**config.mk**
```make
export PLATFORM = sky130hd
export DESIGN_NAME = lift_car_controller
export DESIGN_NICKNAME = d
export VERILOG_FILES = /design/src/rtl/lift_car_controller.sv
export SDC_FILE = /design/constraint.sdc
export NUM_CORES = 1
export LEC_CHECK = 0
export BUFFER_PORTS_ARGS = -buffer_cell sky130_fd_sc_hd__buf_2
export CAP_MARGIN = 20
export CORE_ASPECT_RATIO = 1.4
export CORE_MARGIN = 1.5
export CORE_UTILIZATION = 45
export DETAILED_ROUTE_END_ITERATION = 10
export MAX_ROUTING_LAYER = met4
export PLACE_DENSITY_LB_ADDON = 0.3
export SYNTH_ARGS = -nofsm -noshare
export SYNTH_HDL_FRONTEND = slang
export SYNTH_SLANG_ARGS = --single-unit
```
**constraint.sdc**
```tcl
create_clock -name clk -period 2.9 [get_ports clk]
set_input_delay 0.145 -clock clk [delete_from_list [all_inputs] [get_ports clk]]
set_output_delay 0.145 -clock clk [all_outputs]
set_load 0.02 [all_outputs]
```
**src/rtl/lift_car_controller.sv**
```systemverilog
`timescale 1ns/1ps
// Car motion and door sequencer for a collectively scheduled lift.
// Steps the car one floor at a time, opens the door at served floors and retires served requests.
module lift_car_controller #(
   parameter int N_FLOORS      = 12,
   parameter int TRAVEL_CYCLES = 8,
   parameter int DOOR_CYCLES   = 16
) (
   input  logic                clk,
   input  logic                reset,
   input  logic [N_FLOORS-1:0] i_up_req_queue,
   input  logic [N_FLOORS-1:0] i_dn_req_queue,
   input  logic [N_FLOORS-1:0] i_flr_req_queue,
   output logic [N_FLOORS-1:0] o_flr_pos,
   output logic                o_up_clr,
   output logic                o_dn_clr,
   output logic                o_flr_clr,
   output logic                o_door_open,
   output logic                o_dir,
   output logic                o_moving
);

   localparam int TRV_W  = (TRAVEL_CYCLES > 1) ? $clog2(TRAVEL_CYCLES) : 1;
   localparam int DOOR_W = $clog2(DOOR_CYCLES);
   localparam logic [TRV_W-1:0]    TRV_LAST  = TRV_W'(TRAVEL_CYCLES - 1);
   localparam logic [DOOR_W-1:0]   DOOR_LAST = DOOR_W'(DOOR_CYCLES - 1);
   localparam logic [N_FLOORS-1:0] FLOOR0    = {{(N_FLOORS-1){1'b0}}, 1'b1};

   typedef enum logic [1:0] {
      S_IDLE  = 2'd0,
      S_MOVE  = 2'd1,
      S_CHECK = 2'd2,
      S_DOOR  = 2'd3
   } state_t;

   state_t              state;
   state_t              state_nxt;
   logic                flip;
   logic [TRV_W-1:0]    trv_cnt;
   logic [TRV_W-1:0]    trv_cnt_nxt;
   logic [DOOR_W-1:0]   door_cnt;
   logic [DOOR_W-1:0]   door_cnt_nxt;
   logic [N_FLOORS-1:0] flr_pos_nxt;
   logic                dir_nxt;
   logic                up_clr_nxt;
   logic                dn_clr_nxt;
   logic                flr_clr_nxt;
   logic                door_open_nxt;
   logic                moving_nxt;

   logic [N_FLOORS-1:0] any_req;
   logic [N_FLOORS-1:0] below_mask;
   logic [N_FLOORS-1:0] above_mask;
   logic                any_above;
   logic                any_below;
   logic                up_here;
   logic                dn_here;
   logic                flr_here;
   logic                ahead;
   logic                behind;
   logic                same;
   logic                opp;
   logic                trv_last;
   logic                door_last;
   logic                at_end;

   // Position is one-hot, so subtracting one yields every floor strictly below the car.
   assign any_req    = i_up_req_queue | i_dn_req_queue | i_flr_req_queue;
   assign below_mask = o_flr_pos - FLOOR0;
   assign above_mask = ~(below_mask | o_flr_pos);
   assign any_above  = |(any_req & above_mask);
   assign any_below  = |(any_req & below_mask);
   assign up_here    = |(i_up_req_queue & o_flr_pos);
   assign dn_here    = |(i_dn_req_queue & o_flr_pos);
   assign flr_here   = |(i_flr_req_queue & o_flr_pos);
   assign ahead      = o_dir ? any_above : any_below;
   assign behind     = o_dir ? any_below : any_above;
   assign same       = flr_here | (o_dir ? up_here : dn_here);
   assign opp        = o_dir ? dn_here : up_here;
   assign trv_last   = (trv_cnt == TRV_LAST);
   assign door_last  = (door_cnt == DOOR_LAST);
   assign at_end     = o_dir ? o_flr_pos[N_FLOORS-1] : o_flr_pos[0];

   always_ff @(posedge clk or posedge reset) begin
      if (reset) begin
         state       <= S_IDLE;
         trv_cnt     <= '0;
         door_cnt    <= '0;
         o_flr_pos   <= FLOOR0;
         o_dir       <= 1'b1;
         o_up_clr    <= 1'b0;
         o_dn_clr    <= 1'b0;
         o_flr_clr   <= 1'b0;
         o_door_open <= 1'b0;
         o_moving    <= 1'b0;
      end else begin
         state       <= state_nxt;
         trv_cnt     <= trv_cnt_nxt;
         door_cnt    <= door_cnt_nxt;
         o_flr_pos   <= flr_pos_nxt;
         o_dir       <= dir_nxt;
         o_up_clr    <= up_clr_nxt;
         o_dn_clr    <= dn_clr_nxt;
         o_flr_clr   <= flr_clr_nxt;
         o_door_open <= door_open_nxt;
         o_moving    <= moving_nxt;
      end
   end

   // IDLE prefers the opposite-direction call at this floor over travel; CHECK prefers continuing.
   always_comb begin
      state_nxt = state;
      flip      = 1'b0;
      case (state)
         S_IDLE: begin
            if (same) begin
               state_nxt = S_DOOR;
            end else if (opp) begin
               flip      = 1'b1;
               state_nxt = S_DOOR;
            end else if (ahead) begin
               state_nxt = S_MOVE;
            end else if (behind) begin
               flip      = 1'b1;
               state_nxt = S_MOVE;
            end
         end
         S_MOVE: begin
            if (trv_last) begin
               state_nxt = S_CHECK;
            end
         end
         S_CHECK: begin
            if (same) begin
               state_nxt = S_DOOR;
            end else if (ahead) begin
               state_nxt = S_MOVE;
            end else if (opp) begin
               flip      = 1'b1;
               state_nxt = S_DOOR;
            end else begin
               state_nxt = S_IDLE;
            end
         end
         S_DOOR: begin
            if (door_last) begin
               state_nxt = S_IDLE;
            end
         end
         default: state_nxt = S_IDLE;
      endcase
   end

   // Clear pulses use the post-flip direction so the hall call actually answered is retired.
   always_comb begin
      dir_nxt     = o_dir ^ flip;
      flr_pos_nxt = o_flr_pos;
      if (state == S_MOVE && trv_last && !at_end) begin
         flr_pos_nxt = o_dir ? (o_flr_pos << 1) : (o_flr_pos >> 1);
      end

      trv_cnt_nxt = '0;
      if (state == S_MOVE && !trv_last) begin
         trv_cnt_nxt = trv_cnt + TRV_W'(1);
      end

      door_cnt_nxt = '0;
      if (state == S_DOOR && state_nxt == S_DOOR) begin
         door_cnt_nxt = door_cnt + DOOR_W'(1);
      end

      flr_clr_nxt   = (state_nxt == S_DOOR) && (state != S_DOOR);
      up_clr_nxt    = flr_clr_nxt & dir_nxt;
      dn_clr_nxt    = flr_clr_nxt & ~dir_nxt;
      door_open_nxt = (state_nxt == S_DOOR);
      moving_nxt    = (state_nxt == S_MOVE) || (state_nxt == S_CHECK);
   end

endmodule

```
==> results of run 1 <==
[flip-flops by register name (all words and copies together) (netlist names)]
register and count:
o_flr_clr 1, o_dn_clr 1, o_moving 1, door_cnt 4, o_up_clr 1, o_dir 1
o_flr_pos 12, o_door_open 1, trv_cnt 3, state 2
[worst reg2reg max path, stage by stage, from the launching register on]
cell	delay, ns
sky130_fd_sc_hd__dfrtp_2	0.42
sky130_fd_sc_hd__inv_2	0.09
sky130_fd_sc_hd__nand3_2	0.09
sky130_fd_sc_hd__or3_4	0.35
sky130_fd_sc_hd__nor2_4	0.13
sky130_fd_sc_hd__nand4_1	0.17
sky130_fd_sc_hd__ha_4	0.25
sky130_fd_sc_hd__o31ai_2	0.05
sky130_fd_sc_hd__nand4_1	0.15
sky130_fd_sc_hd__nor4_4	0.28
sky130_fd_sc_hd__buf_4	0.19
sky130_fd_sc_hd__nand2_4	0.06
sky130_fd_sc_hd__nor3_2	0.15
sky130_fd_sc_hd__a211oi_2	0.09
sky130_fd_sc_hd__ha_2	0.24
sky130_fd_sc_hd__buf_4	0.14
sky130_fd_sc_hd__buf_4	0.12
[power by group through the flow]
| stage | Sequential [mW] | Combinational (mW) | Clock (mW) |
|---|---|---|---|
| after floorplan | 0.525 | 0.248 | 0 |
| after global routing | 0.514 | 0.552 | 0.255 |
| after CTS | 0.498 | 0.438 | 0.234 |
| after global placement | 0.504 | 0.408 | 0 |
| final | 0.503 | 0.508 | 0.234 |
| after detailed placement | 0.504 | 0.413 | 0 |
[metrics by stage]
| stage | hold WS, ns | setup TNS (ns) | setup slack [ns] | power [mW] |
|---|---|---|---|---|
| after global routing | 0.345 | -2.71 | -0.353 | 1.32 |
| after CTS | 0.122 | -0.724 | -0.130 | 1.17 |
| final | 0.320 | -0.947 | -0.151 | 1.25 |
| after detailed placement | 0.434 | -1.05 | -0.190 | 0.917 |
| after global placement | 0.431 | -0.516 | -0.103 | 0.912 |
| after floorplan | 0.196 | -0.153 | -0.0402 | 0.773 |
[logic make-up after synthesis]
kind of cell,after synthesis,share of synthesized area
AND/OR/NAND/NOR,76,0.202
AO/OA/AOI/OAI,66,0.239
buffers and inverters,33,0.0635
flip-flops,27,0.338
adder cells (fa/ha/maj),16,0.0997
multiplexers,10,0.0498
XOR/XNOR,2,0.00872
[synth_stat cells (2+ instances only)]
cell,instances
sky130_fd_sc_hd__ha_1,16
sky130_fd_sc_hd__nor2_1,10
sky130_fd_sc_hd__nand3_1,7
sky130_fd_sc_hd__nand2b_1,2
sky130_fd_sc_hd__nor4_2,3
sky130_fd_sc_hd__dfrtp_1,25
sky130_fd_sc_hd__buf_2,3
sky130_fd_sc_hd__clkinv_1,3
sky130_fd_sc_hd__o31ai_1,20
sky130_fd_sc_hd__o211ai_1,2
sky130_fd_sc_hd__nor4_1,4
sky130_fd_sc_hd__inv_1,15
sky130_fd_sc_hd__nand4_1,5
sky130_fd_sc_hd__and2_1,3
sky130_fd_sc_hd__a22oi_1,18
sky130_fd_sc_hd__o21ai_1,4
sky130_fd_sc_hd__o21ai_0,10
sky130_fd_sc_hd__nor3_1,8
sky130_fd_sc_hd__nand2_1,28
sky130_fd_sc_hd__clkbuf_1,9
sky130_fd_sc_hd__o31ai_2,3
sky130_fd_sc_hd__dfstp_2,2
sky130_fd_sc_hd__inv_2,2
sky130_fd_sc_hd__o21a_1,2
sky130_fd_sc_hd__mux2i_1,10
sky130_fd_sc_hd__a21oi_1,2
sky130_fd_sc_hd__a211oi_1,2
[cell type report]
cell class	instances	area (sq um)	area share
multi-input combinational	170	1390	0.492
clock inverter	1	8.76	0.00309
inverter	20	80.1	0.0283
sequential	27	681	0.240
clock buffer	3	41.3	0.0146
timing repair buffer	88	553	0.195
tap	60	75.1	0.0265
[worst paths after layout]
kind	slack, ns	to	startpoint	cells after the start
min in group clk	0.46	trv_cnt[0]$_DFF_PP0_	trv_cnt[0]$_DFF_PP0_	1
max reg2reg	-0.15	o_door_open$_DFF_PP0_	o_flr_pos[1]$_DFFE_PP0P_	16
min reg2reg	0.46	trv_cnt[0]$_DFF_PP0_	trv_cnt[0]$_DFF_PP0_	1
min	0.32	door_cnt[0]$_DFF_PP0_	reset	3
max in group asynchronous	2.09	o_dir$_DFF_PP1_	reset	4
max	-0.15	o_door_open$_DFF_PP0_	o_flr_pos[1]$_DFFE_PP0P_	16
[placed cells by master (no fill, tap or decap), types with 6 or more instances in the layout]
cell type	n
sky130_fd_sc_hd__a22oi_1	18
sky130_fd_sc_hd__buf_2	55
sky130_fd_sc_hd__buf_4	29
sky130_fd_sc_hd__dfrtp_1	23
sky130_fd_sc_hd__ha_1	12
sky130_fd_sc_hd__inv_1	13
sky130_fd_sc_hd__mux2i_1	10
sky130_fd_sc_hd__nand2_1	25
sky130_fd_sc_hd__nor2_1	6
sky130_fd_sc_hd__o21ai_0	9
sky130_fd_sc_hd__o31ai_1	17
[metal layers]
layer | up-vias | track usage
met5 | - | -
met4 | 0 | 0.0773
met3 | 16 | 0.0331
met2 | 73 | 0.466
met1 | 1012 | 0.298
li1 | 1006 | -
[timing repair]
item | in CTS | in global routing
hold endpoints to repair | 0 | 4
setup endpoints to repair | 9 | 11
setup buffers | 5 | 1
pin swaps | 3 | 10
gates resized for setup | 5 | 29
hold buffers | 0 | 1
==> metrics list, run 1 <==
* Sequential cell area fraction in the yosys report: 0.338
* CP top delay family: simple AND/OR/NAND/NOR gates
* Count of placed standard cells including taps: 357
- Summed over all cells, the static leakage comes to 1.36 nW.
- Layout Area Growth over Synthesis: 40.9%
- The number of nets handed over by synthesis was 284.
- 56 I/O pins were placed.
- Clock latency at the later pin of the worst-skew pair: 0.29 ns
- Proportion of power drawn by the clock network: 0.188
- Pin slew with the least headroom to its limit: 0.435 ns
* Area of the die: 0.00488 sq mm
* Total net switching power: 0.479 mW
* Violated checks: setup timing
* Arrival time of data at the critical path endpoint: 3.25 ns
* Capturing element type of the critical path: register
- Cell seen most often among critical-path stages: sky130_fd_sc_hd__buf_4
* Share of flip-flops with an asynchronous set or reset after synthesis: 1.00
- Worst Path Required: 3.09 ns
- The root buffer cell chosen for the clock tree is sky130_fd_sc_hd__clkbuf_8.
- Number of filler cells placed in the layout: 380
* Overall overflow remaining after global route: 0
- The routed design uses 253 um of met3 wire.
- After detailed routing, no signal wire sits above met4.
* Placed cell areas: 0.00254 sq mm
- Final core area utilization: 0.662
- Starting density of the core: 0.470
* Maximum number of pins on one net before global-route repair: 28
* Count of mapped cells out of synthesis: 230
- Fraction of layout instances using a drive strength above 1: 0.443
- Global placer's final weighted congestion: 0.952
- After detailed routing, the wire length on met1 is 2440 um.
* Distinct cell type count of the synthesized netlist: 39
* H-Tree Level Count: 1
* Count of state elements after synthesis: 27
* Unrepaired setup endpoints after global routing: true
* Highest fanout seen on the critical path: 3
- Post-synth top flop: sky130_fd_sc_hd__dfrtp_1
- The worst-case IR drop observed on VDD is 0.474 mV.
- The worst path in the final design needs a cycle of 3.05 ns, including I/O delays and setup.
- The count of nets left with antenna violations once routing finished came out at 0.
- Core region area: 0.00427 sq mm
- Average wire per cell in the routed design: 16.5 um
* Internal portion of total power: 0.766 mW
- After detailed routing, the total wire length is 6080 um.
- Detailed-routed wire length on met2: 3220 um
- Averaged over all synthesized cells, the footprint is 8.73 sq um.
- Using the TritonRoute via totals, the vias-per-cell ratio works out to 5.71.
- During synthesis, Yosys emitted a total of 0 warnings.
- Layout Cell Area excl Fill: 0.00283 sq mm
* Diodes inserted: 0
- Summing every instance area after synthesis gives 0.00201 sq mm.
- Category of the critical setup timing path: reg2reg
- Sink Count: 27
- First-pass iteration count of the detailed router: 4
- Number of enable flip-flop cells after synthesis: 0
- CTS tree: built
* Worst setup SP type: register
- Worst stage delay on the critical path: 0.42 ns
- Largest cells by area after synthesis: sky130_fd_sc_hd__dfrtp_1, sky130_fd_sc_hd__ha_1, sky130_fd_sc_hd__o31ai_1, sky130_fd_sc_hd__a22oi_1, sky130_fd_sc_hd__nand2_1
* Switching part of the total power: 0.385
- The share of total power dissipated in combinational logic is 0.408.
- First-pass GRT wire length: 9300 um
* Fraction of synthesized cell area taken by the top area cell type: 0.312
- Measured along the x axis, the die boundary spans 59.5 um.
* Achievable frequency: 328 MHz
- Die Ht: 82.0 um
* Final-report max-slew violation count: 0
- In this run the power density over the cells is 440 mW/mm^2.
- Final period util: 1.05
* Final routed DRC violation total: 0
- After layout, the worst setup slack is -0.151 ns.
- The share of total power dissipated in sequential elements is 0.404.
- The tool flagged a number of max-cap violations equal to 0.
- Cells along the critical path: inv_2 > nand3_2 > or3_4 > nor2_4 > nand4_1 > ha_4 > o31ai_2 > nand4_1 > nor4_4 > buf_4 > nand2_4 > nor3_2 > a211oi_2 > ha_2 > buf_4 > buf_4
* Non-filler instance count after layout: 369
- Maximum number of buffers from clock root to sink: 2
* Number of nets at the end of the flow: 364
- Total Routing Usage GR: 0.261
- Rows: 28
- The via count of the first global-routing pass came to 1984.
- After clock tree synthesis, the clock-pin slew on the worst setup and hold paths is 0.11 ns.
- Critical path buffer and inverter count: 4
- Cell with the biggest individual delay on the critical path: sky130_fd_sc_hd__dfrtp_2
- Number of buffer cells added on primary ports: 55
- Library cell occupying the most area in the post-synthesis netlist: sky130_fd_sc_hd__dfrtp_1
- Hold crit path type: in2async
- In this run, the number of DRC markers left after iteration 0 of detailed routing was 114.
- Headroom to the max-slew limit came out at 0.710.
* Number of failing hold endpoints at the final stage: 0
- Setup violations remaining at the end of the flow were counted as 8.
- Via count: 2107
- The clock arrives with 0.00904 ns of skew.
* Status: complete, but fails checks
- Initial antenna violation count: 0
* Number of buffers created by CTS: 3
- HPWL after detailed placement: 4780 um
Power figures use the tool's default switching activity.
==> inputs of run 2 (changes only) <==
--- a/config.mk
+++ b/config.mk
@@ -8,7 +8,7 @@
 export BUFFER_PORTS_ARGS = -buffer_cell sky130_fd_sc_hd__buf_2
 export CAP_MARGIN = 20
 export CORE_ASPECT_RATIO = 1.4
-export CORE_MARGIN = 1.5
+export CORE_MARGIN = 10
 export CORE_UTILIZATION = 45
 export DETAILED_ROUTE_END_ITERATION = 10
 export MAX_ROUTING_LAYER = met4
==> metrics list, run 2 (same netlist as run 1, synthesis figures left out) <==
- The flow ran to the end, but the final reports show violations.
* Violated checks: setup timing
- Final core area utilization: 0.638 (-0.0237)
- Final number of setup-violating endpoints: 6 (-2)
- Die Ht: 99.0 um (+21%)
- Clock Tree Root: sky130_fd_sc_hd__clkbuf_8
- Diodes inserted: 0 (unchanged)
- Global placer's final weighted congestion: 0.980 (+3.0%)
- Average wire per cell in the routed design: 18.3 um (+11%)
- Largest registers ranked by flip-flop count: o_flr_pos x12, door_cnt x4, trv_cnt x3
* Proportion of power drawn by the clock network: 0.176 (-0.012)
- Clock transition time at the flip-flop clock pins of the worst setup and hold paths: 0.09 ns (-0.02 ns)
- Share of power burned in registers: 0.419 (+0.015)
- Number of filler cells placed in the layout: 390 (+2.6%)
- Maximum number of pins on one net before global-route repair: 28 (unchanged)
- Max Clock Skew: 0.00350 ns (-0.00554 ns)
* Pin slew with the least headroom to its limit: 0.580 ns (+0.145 ns)
- The total power after layout came to 1.20 mW (-3.7%).
- The number of port buffers came to 55 (unchanged).
* Total Routing Usage GR: 0.176 (-0.0847)
- The final layout net count was 362 (-0.55%).
- Clock latency at the later pin of the worst-skew pair: 0.27 ns (-0.02 ns)
* Count of placed standard cells including taps: 356 (-0.28%)
* Highest fanout seen on the critical path: 3 (unchanged)
- Category of the critical setup timing path: reg2reg
* Mean number of vias per cell: 5.77 (+1.1%)
* Core region area: 0.00427 sq mm (unchanged)
- Via count of the first global-routing pass: 2274 (+15%)
- First-pass iteration count of the detailed router: 4 (unchanged)
* Fraction of layout instances using a drive strength above 1: 0.410 (-0.0329)
* Cell with the biggest individual delay on the critical path: sky130_fd_sc_hd__dfstp_2
- Achievable frequency: 338 MHz (+3.2%)
- The worst-case setup margin in the final layout came to -0.0571 ns (+0.0942 ns).
* Final period util: 1.02 (-0.0325)
* Maximum number of buffers from clock root to sink: 2 (unchanged)
- The post-layout instance count excluding filler cells is 367 (-0.54%).
- Via count: 2118 (+0.52%)
- Headroom to the max-slew limit: 0.613 (-0.0972)
- Launching element of the worst setup path: o_flr_pos[0]$_DFFE_PP1P_
* Hold crit path type: in2async
- Internal portion of total power: 0.759 mW (-0.90%)
- The clock sink count was 27 (unchanged).
- Power per cell area: 439 mW/mm^2 (-0.12%)
* HPWL after detailed placement: 5310 um (+11%)
* # Max-Cap Violations: 0 (unchanged)
- Cells along the critical path: inv_2 > ha_2 > nand2_1 > nor3_2 > buf_4 > nand3_1 > ha_1 > o31ai_2 > o21ai_1 > nor4_4 > buf_4 > nand2_1 > nor3_2 > a211oi_2 > ha_4 > nand2_2 > inv_2 > o21a_1
- Rows: 28 (unchanged)
* Worst IR Drop VDD: 0.445 mV (-6.2%)
- The count of boundary I/O pins is 56 (unchanged).
- Final-report max-slew violation count: 0 (unchanged)
- The switching power was 0.440 mW (-8.1%).
* Worst setup SP type: register
* Portion of total power attributed to combinational logic: 0.404 (-0.004)
- Initial antenna violation count: 0 (unchanged)
- Width of the chip: 76.5 um (+29%)
* Number of DRC violations after detailed-routing iteration 0: 179 (+57%)
* First-pass GRT wire length: 10800 um (+16%)
* Layout Area Growth over Synthesis: 35.9%
- Starting density of the core: 0.470 (unchanged)
- The number of failing hold endpoints at the final stage came to 0 (unchanged).
* Placed cell areas: 0.00253 sq mm (-0.30%)
- The number of flip-flops in the largest register was 12 (unchanged).
- Overall overflow remaining after global route: 0 (unchanged)
- The critical path arrival is 3.13 ns (-0.12 ns).
- Antenna violation net count after detailed routing: 0 (unchanged)
* Final routed DRC violation total: 0 (unchanged)
- The minimum clock period came to 2.96 ns (-0.0942 ns).
- Worst Path Required: 3.07 ns (-0.02 ns)
- The stage delay of the slowest cell on the critical path was 0.55 ns (+0.13 ns).
- The worst setup path is captured at a register.
- The die area was 0.00757 sq mm (+55%).
* LEAKAGE: 1.33 nW (-1.9%)
- The library cell used most frequently in the layout, excluding fill and tap cells, is sky130_fd_sc_hd__buf_2.
* Most flop-heavy register: o_flr_pos
- Layout Cell Area excl Fill: 0.00273 sq mm (-3.6%)
- Unrepaired setup endpoints after global routing: true
- Reg2reg start: o_flr_pos[0]$_DFFE_PP1P_
- The total wire length after detailed routing is 6730 um (+11%).
- Switching part of the total power: 0.367 (-0.0178)
- The number of levels the H-tree was split into came to 1 (unchanged).
- Number of buffers created by CTS: 3 (unchanged)
- TritonCTS built the clock tree.
- Setup TNS: -0.164 ns (+0.784 ns)
* Most frequent cells in the layout: sky130_fd_sc_hd__buf_2, sky130_fd_sc_hd__buf_4, sky130_fd_sc_hd__nand2_1
-- run 2: layout make-up --
class	instances	area (sq um)	area share
multi-input cells	170	1330	0.487
flip-flops and latches	27	681	0.249
repair buffers	86	518	0.190
inverters	20	80.1	0.0293
well taps	60	75.1	0.0275
clock buffers	4	45.0	0.0165
-- run 2: final timing paths --
check	slack, ns	cells after the start	end
hold reg to reg	0.46	1	trv_cnt[0]$_DFF_PP0_
max in group asynchronous	1.86	4	o_flr_pos[0]$_DFFE_PP1P_
setup reg to reg	-0.06	18	o_up_clr$_DFF_PP0_
setup / recovery	-0.06	18	o_up_clr$_DFF_PP0_
hold / removal	0.46	3	trv_cnt[1]$_DFF_PP0_
min in group clk	0.46	1	trv_cnt[0]$_DFF_PP0_
-- run 2: worst max-delay path, delay by kind of cell, from the launching register on --
kind	cells	cell delay, ns
AOI/OAI and AO/OA	4	0.39
adders and majority gates	3	0.64
buffers and inverters	4	0.41
DFF	1	0.55
and+or+nand+nor	7	0.87
-- run 2: power by group through the flow --
stage               clock network (mW)  logic [mW]  registers (mW)
global route                     0.235       0.536           0.511
detailed placement                   0       0.421           0.503
finish                           0.211       0.485           0.503
floorplan                            0       0.248           0.525
global placement                     0       0.415           0.503
CTS                              0.219       0.437           0.498
-- run 2: per-layer routing --
| metal | vias up | GRT usage | part of all wire |
|---|---|---|---|
| met5 | - | - | 0 |
| met4 | 0 | 0.0646 | 0.026 |
| met3 | 15 | 0.0309 | 0.055 |
| met2 | 82 | 0.319 | 0.53 |
| met1 | 1016 | 0.186 | 0.39 |
| li1 | 1005 | - | - |
-- run 2: timing repair --
action / 4_1_cts / 5_1_grt
hold buffers: 0 / 1
pin swaps: 4 / 1
resized for setup: 8 / 10
buffers inserted: 3 / 2
setup endpoints to repair: 9 / 10
endpoints found under the hold margin: 0 / 13
-- run 2: through the flow --
stage | hold slack (ns) | worst slack, ns
finish | 0.455 | -0.0571
global route | 0.468 | -0.284
CTS | 0.154 | -0.105
detailed placement | 0.437 | -0.169
global placement | 0.429 | -0.0965
floorplan | 0.196 | -0.0402
==> inputs of run 3 (changes only) <==
==> constraint.sdc (replaced) <==
create_clock -name clk -period 2.9 [get_ports clk]
set_input_delay 0.29 -clock clk [delete_from_list [all_inputs] [get_ports clk]]
set_output_delay 0.29 -clock clk [all_outputs]
set_load 0.02 [all_outputs]
==> metrics list, run 3 (same netlist as run 1, synthesis figures left out) <==
* Number of buffers created by CTS: 3 (unchanged)
- STA classifies the critical path startpoint as a register.
- The reg-to-reg setup timing slack was -0.05 ns (about the same).
* Initial antenna violation count: 0 (unchanged)
- Final core area utilization: 0.636 (-0.00234)
* H-Tree Level Count: 1 (unchanged)
* Logic depth of the worst register-to-register path: 17 (-1)
* Starting density of the core: 0.470 (unchanged)
* Final Routed Wirelength: 6760 um (+0.45%)
- The number of cell rows came to 28 (unchanged).
* Arrival time of data at the critical path endpoint: 3.13 ns (about the same)
* Placed cell areas: 0.00253 sq mm (unchanged)
- The path class of the tightest hold or removal check is in2async.
- I/O pins: 56 (unchanged)
- The last weighted congestion value of the routability-driven placer was 0.980 (unchanged).
- Worst setup margin: -0.0538 ns (+0.00329 ns)
* Max Clock Skew: 0.00752 ns (+0.00402 ns)
- Routed length on met3: 431 um (+16%)
- The maximum achievable frequency was 339 MHz (+0.11%).
- Mean number of vias per cell: 5.81 (+0.65%)
* Pin slew with the least headroom to its limit: 0.581 ns (+0.000960 ns)
- First-pass iteration count of the detailed router: 5 (+1)
- The number of fillers in the final layout was 390 (unchanged).
- HPWL after detailed placement: 5310 um (unchanged)
- Number of nets at the end of the flow: 361 (-0.28%)
* Launching element of the worst setup path: o_flr_pos[1]$_DFFE_PP0P_
* Largest registers ranked by flip-flop count: o_flr_pos x12, door_cnt x4, trv_cnt x3
- The clock-pin slew on the worst setup and hold paths was 0.09 ns (about the same).
- Maximum number of buffers from clock root to sink: 2 (unchanged)
- The average wire per standard cell was 18.5 um (+0.72%).
- Layout Area Growth over Synthesis: 35.4%
* CTS tree: built
* Width of the chip: 76.5 um (unchanged)
* Status: complete, but fails checks
- Signal routing reaches up to met4.
- The via count of the first global-routing pass is 2274 (unchanged).
* Via count: 2126 (+0.38%)
- Layout Cell Area excl Fill: 0.00272 sq mm (-0.37%)
* Hold-fix buffers at CTS: 0 (unchanged)
- The worst setup path is captured at a register.
- Sink Count: 27 (unchanged)
* Antenna violation net count after detailed routing: 0 (unchanged)
* Violated checks: setup timing
- The library cell used most frequently in the layout, excluding fill and tap cells, is sky130_fd_sc_hd__buf_2.
- Worst setup endpoint: o_up_clr$_DFF_PP0_
- The total routing resource utilization after global routing was 0.176 (unchanged).
- Setup repair after global routing could not meet its margin everywhere.
* Clock Tree Root: sky130_fd_sc_hd__clkbuf_8
- The ratio of cells with drive above 1 in the final layout was 0.412 (+0.00134).
* Number of failing hold endpoints at the final stage: 0 (unchanged)
- Core region area: 0.00427 sq mm (unchanged)
- Final number of setup-violating endpoints: 6 (unchanged)
- The later-pin clock latency in the skew report was 0.28 ns (about the same).
- Category of the critical setup timing path: reg2reg
- Final-report max-slew violation count: 0 (unchanged)
- Number of DRC violations after detailed-routing iteration 0: 178 (-0.56%)
* Wl on met1: 2570 um (-1.9%)
- Area of the die: 0.00757 sq mm (unchanged)
* Most frequent cells in the layout: sky130_fd_sc_hd__buf_2, sky130_fd_sc_hd__buf_4, sky130_fd_sc_hd__nand2_1
- The amount of wire on met2 after detailed routing was 3570 um (+0.37%).
- R2R Path End: o_up_clr$_DFF_PP0_
* Headroom to the max-slew limit: 0.612 (-0.000640)
* First-pass GRT wire length: 10800 um (unchanged)
- Number of buffer cells added on primary ports: 55 (unchanged)
- The critical path goes through inv_2 > nand3_2 > or3_4 > nor2_4 > nand2_1 > ha_1 > o31ai_2 > nand4_1 > nor4_4 > buf_4 > nand2_1 > nor3_2 > a211oi_2 > ha_4 > nand2_2 > inv_2 > o21a_1.
* Hold WS: 0.0540 ns (-0.401 ns)
- Counting flops per register, the top entry is o_flr_pos.
* Flip-flop count of the largest register after layout: 12 (unchanged)
- Among all stages on the critical path, the largest delay is contributed by sky130_fd_sc_hd__dfrtp_2.
* Worst Path Required: 3.08 ns (about the same)
* Die Ht: 99.0 um (unchanged)
- Maximum number of pins on one net before global-route repair: 28 (unchanged)
- The antenna diode instance count came to 0 (unchanged).
* Min Clock Period, post-route: 2.95 ns (-0.00329 ns)
- Reg2reg start: o_flr_pos[1]$_DFFE_PP0P_
* Worst IR Drop VDD: 0.445 mV (about the same)
- The leftover overflow at the end of global routing is 0 (unchanged).
- Worst stage delay on the critical path: 0.41 ns (-0.14 ns)
- The number of violations of the max-capacitance limit is 0 (unchanged).
* Power consumption: 1.20 mW (+0.39%)
- LEAKAGE: 1.33 nW (-0.31%)
* Final period util: 1.02 (-0.00114)
- The summed negative setup slack over all endpoints is -0.159 ns (+0.00506 ns).
- Highest fanout seen on the critical path: 3 (unchanged)
- The total power density per cell area is 443 mW/mm^2 (+0.76%).
* Final routed DRC violation total: 0 (unchanged)
-- run 3: cell types whose count changed in the layout (fill, tap and decap cells not counted), sizes merged --
cell / before / now
dlygate4sd3: 1 / 0
-- run 3: critical path: cells and delay by family (launching register included) --
| family | cells | cell delay, ns |
|---|---|---|
| AND/OR/NAND/NOR | 9 | 1.40 |
| flip-flops | 1 | 0.41 |
| adder cells (fa/ha/maj) | 2 | 0.50 |
| buffers and inverters | 3 | 0.29 |
| AO/OA/AOI/OAI | 3 | 0.25 |
-- run 3: worst min path at each step --
stage	slack, ns	end	depth (start not counted)	startpoint
5_1_grt	0.09	trv_cnt[1]$_DFF_PP0_	2	reset
3_5_place_dp	0.44	trv_cnt[0]$_DFF_PP0_	1	trv_cnt[0]$_DFF_PP0_
4_1_cts	0.30	trv_cnt[0]$_DFF_PP0_	2	reset
3_3_place_gp	0.44	trv_cnt[0]$_DFF_PP0_	1	trv_cnt[0]$_DFF_PP0_
6_report	0.05	trv_cnt[0]$_DFF_PP0_	2	reset
2_1_floorplan	0.34	door_cnt[0]$_DFF_PP0_	1	reset
-- run 3: stage by stage --
stage | cells | setup slack [ns]
after global routing | 366 | -0.284
after global placement | 356 | -0.0965
after floorplan | 230 | -0.0402
final | 366 | -0.0538
after detailed placement | 356 | -0.169
after CTS | 363 | -0.105
-- run 3: final cells by class --
type	count	area, sq um	area share
flip-flops and latches	27	681	0.250
inverters	20	80.1	0.0295
well taps	60	75.1	0.0276
repair buffers	85	508	0.187
clock buffers	4	45.0	0.0166
multi-input cells	170	1330	0.489
-- run 3: layer usage --
metal / track usage / vias to the layer above
met5: - / -
met4: 0.0646 / 0
met3: 0.0309 / 16
met2: 0.319 / 104
met1: 0.186 / 1004
li1: - / 1002
-- run 3: report_power, final --
part	switching [mW]	total [mW]	internal [mW]
Combinational	0.274	0.484	0.210
Sequential	0.0530	0.502	0.449
Clock	0.119	0.217	0.0987
-- run 3: what timing repair did --
action	in CTS	in global routing
gates resized for setup	8	10
setup buffers	3	2
setup endpoints to repair	9	10
pin swaps	4	1
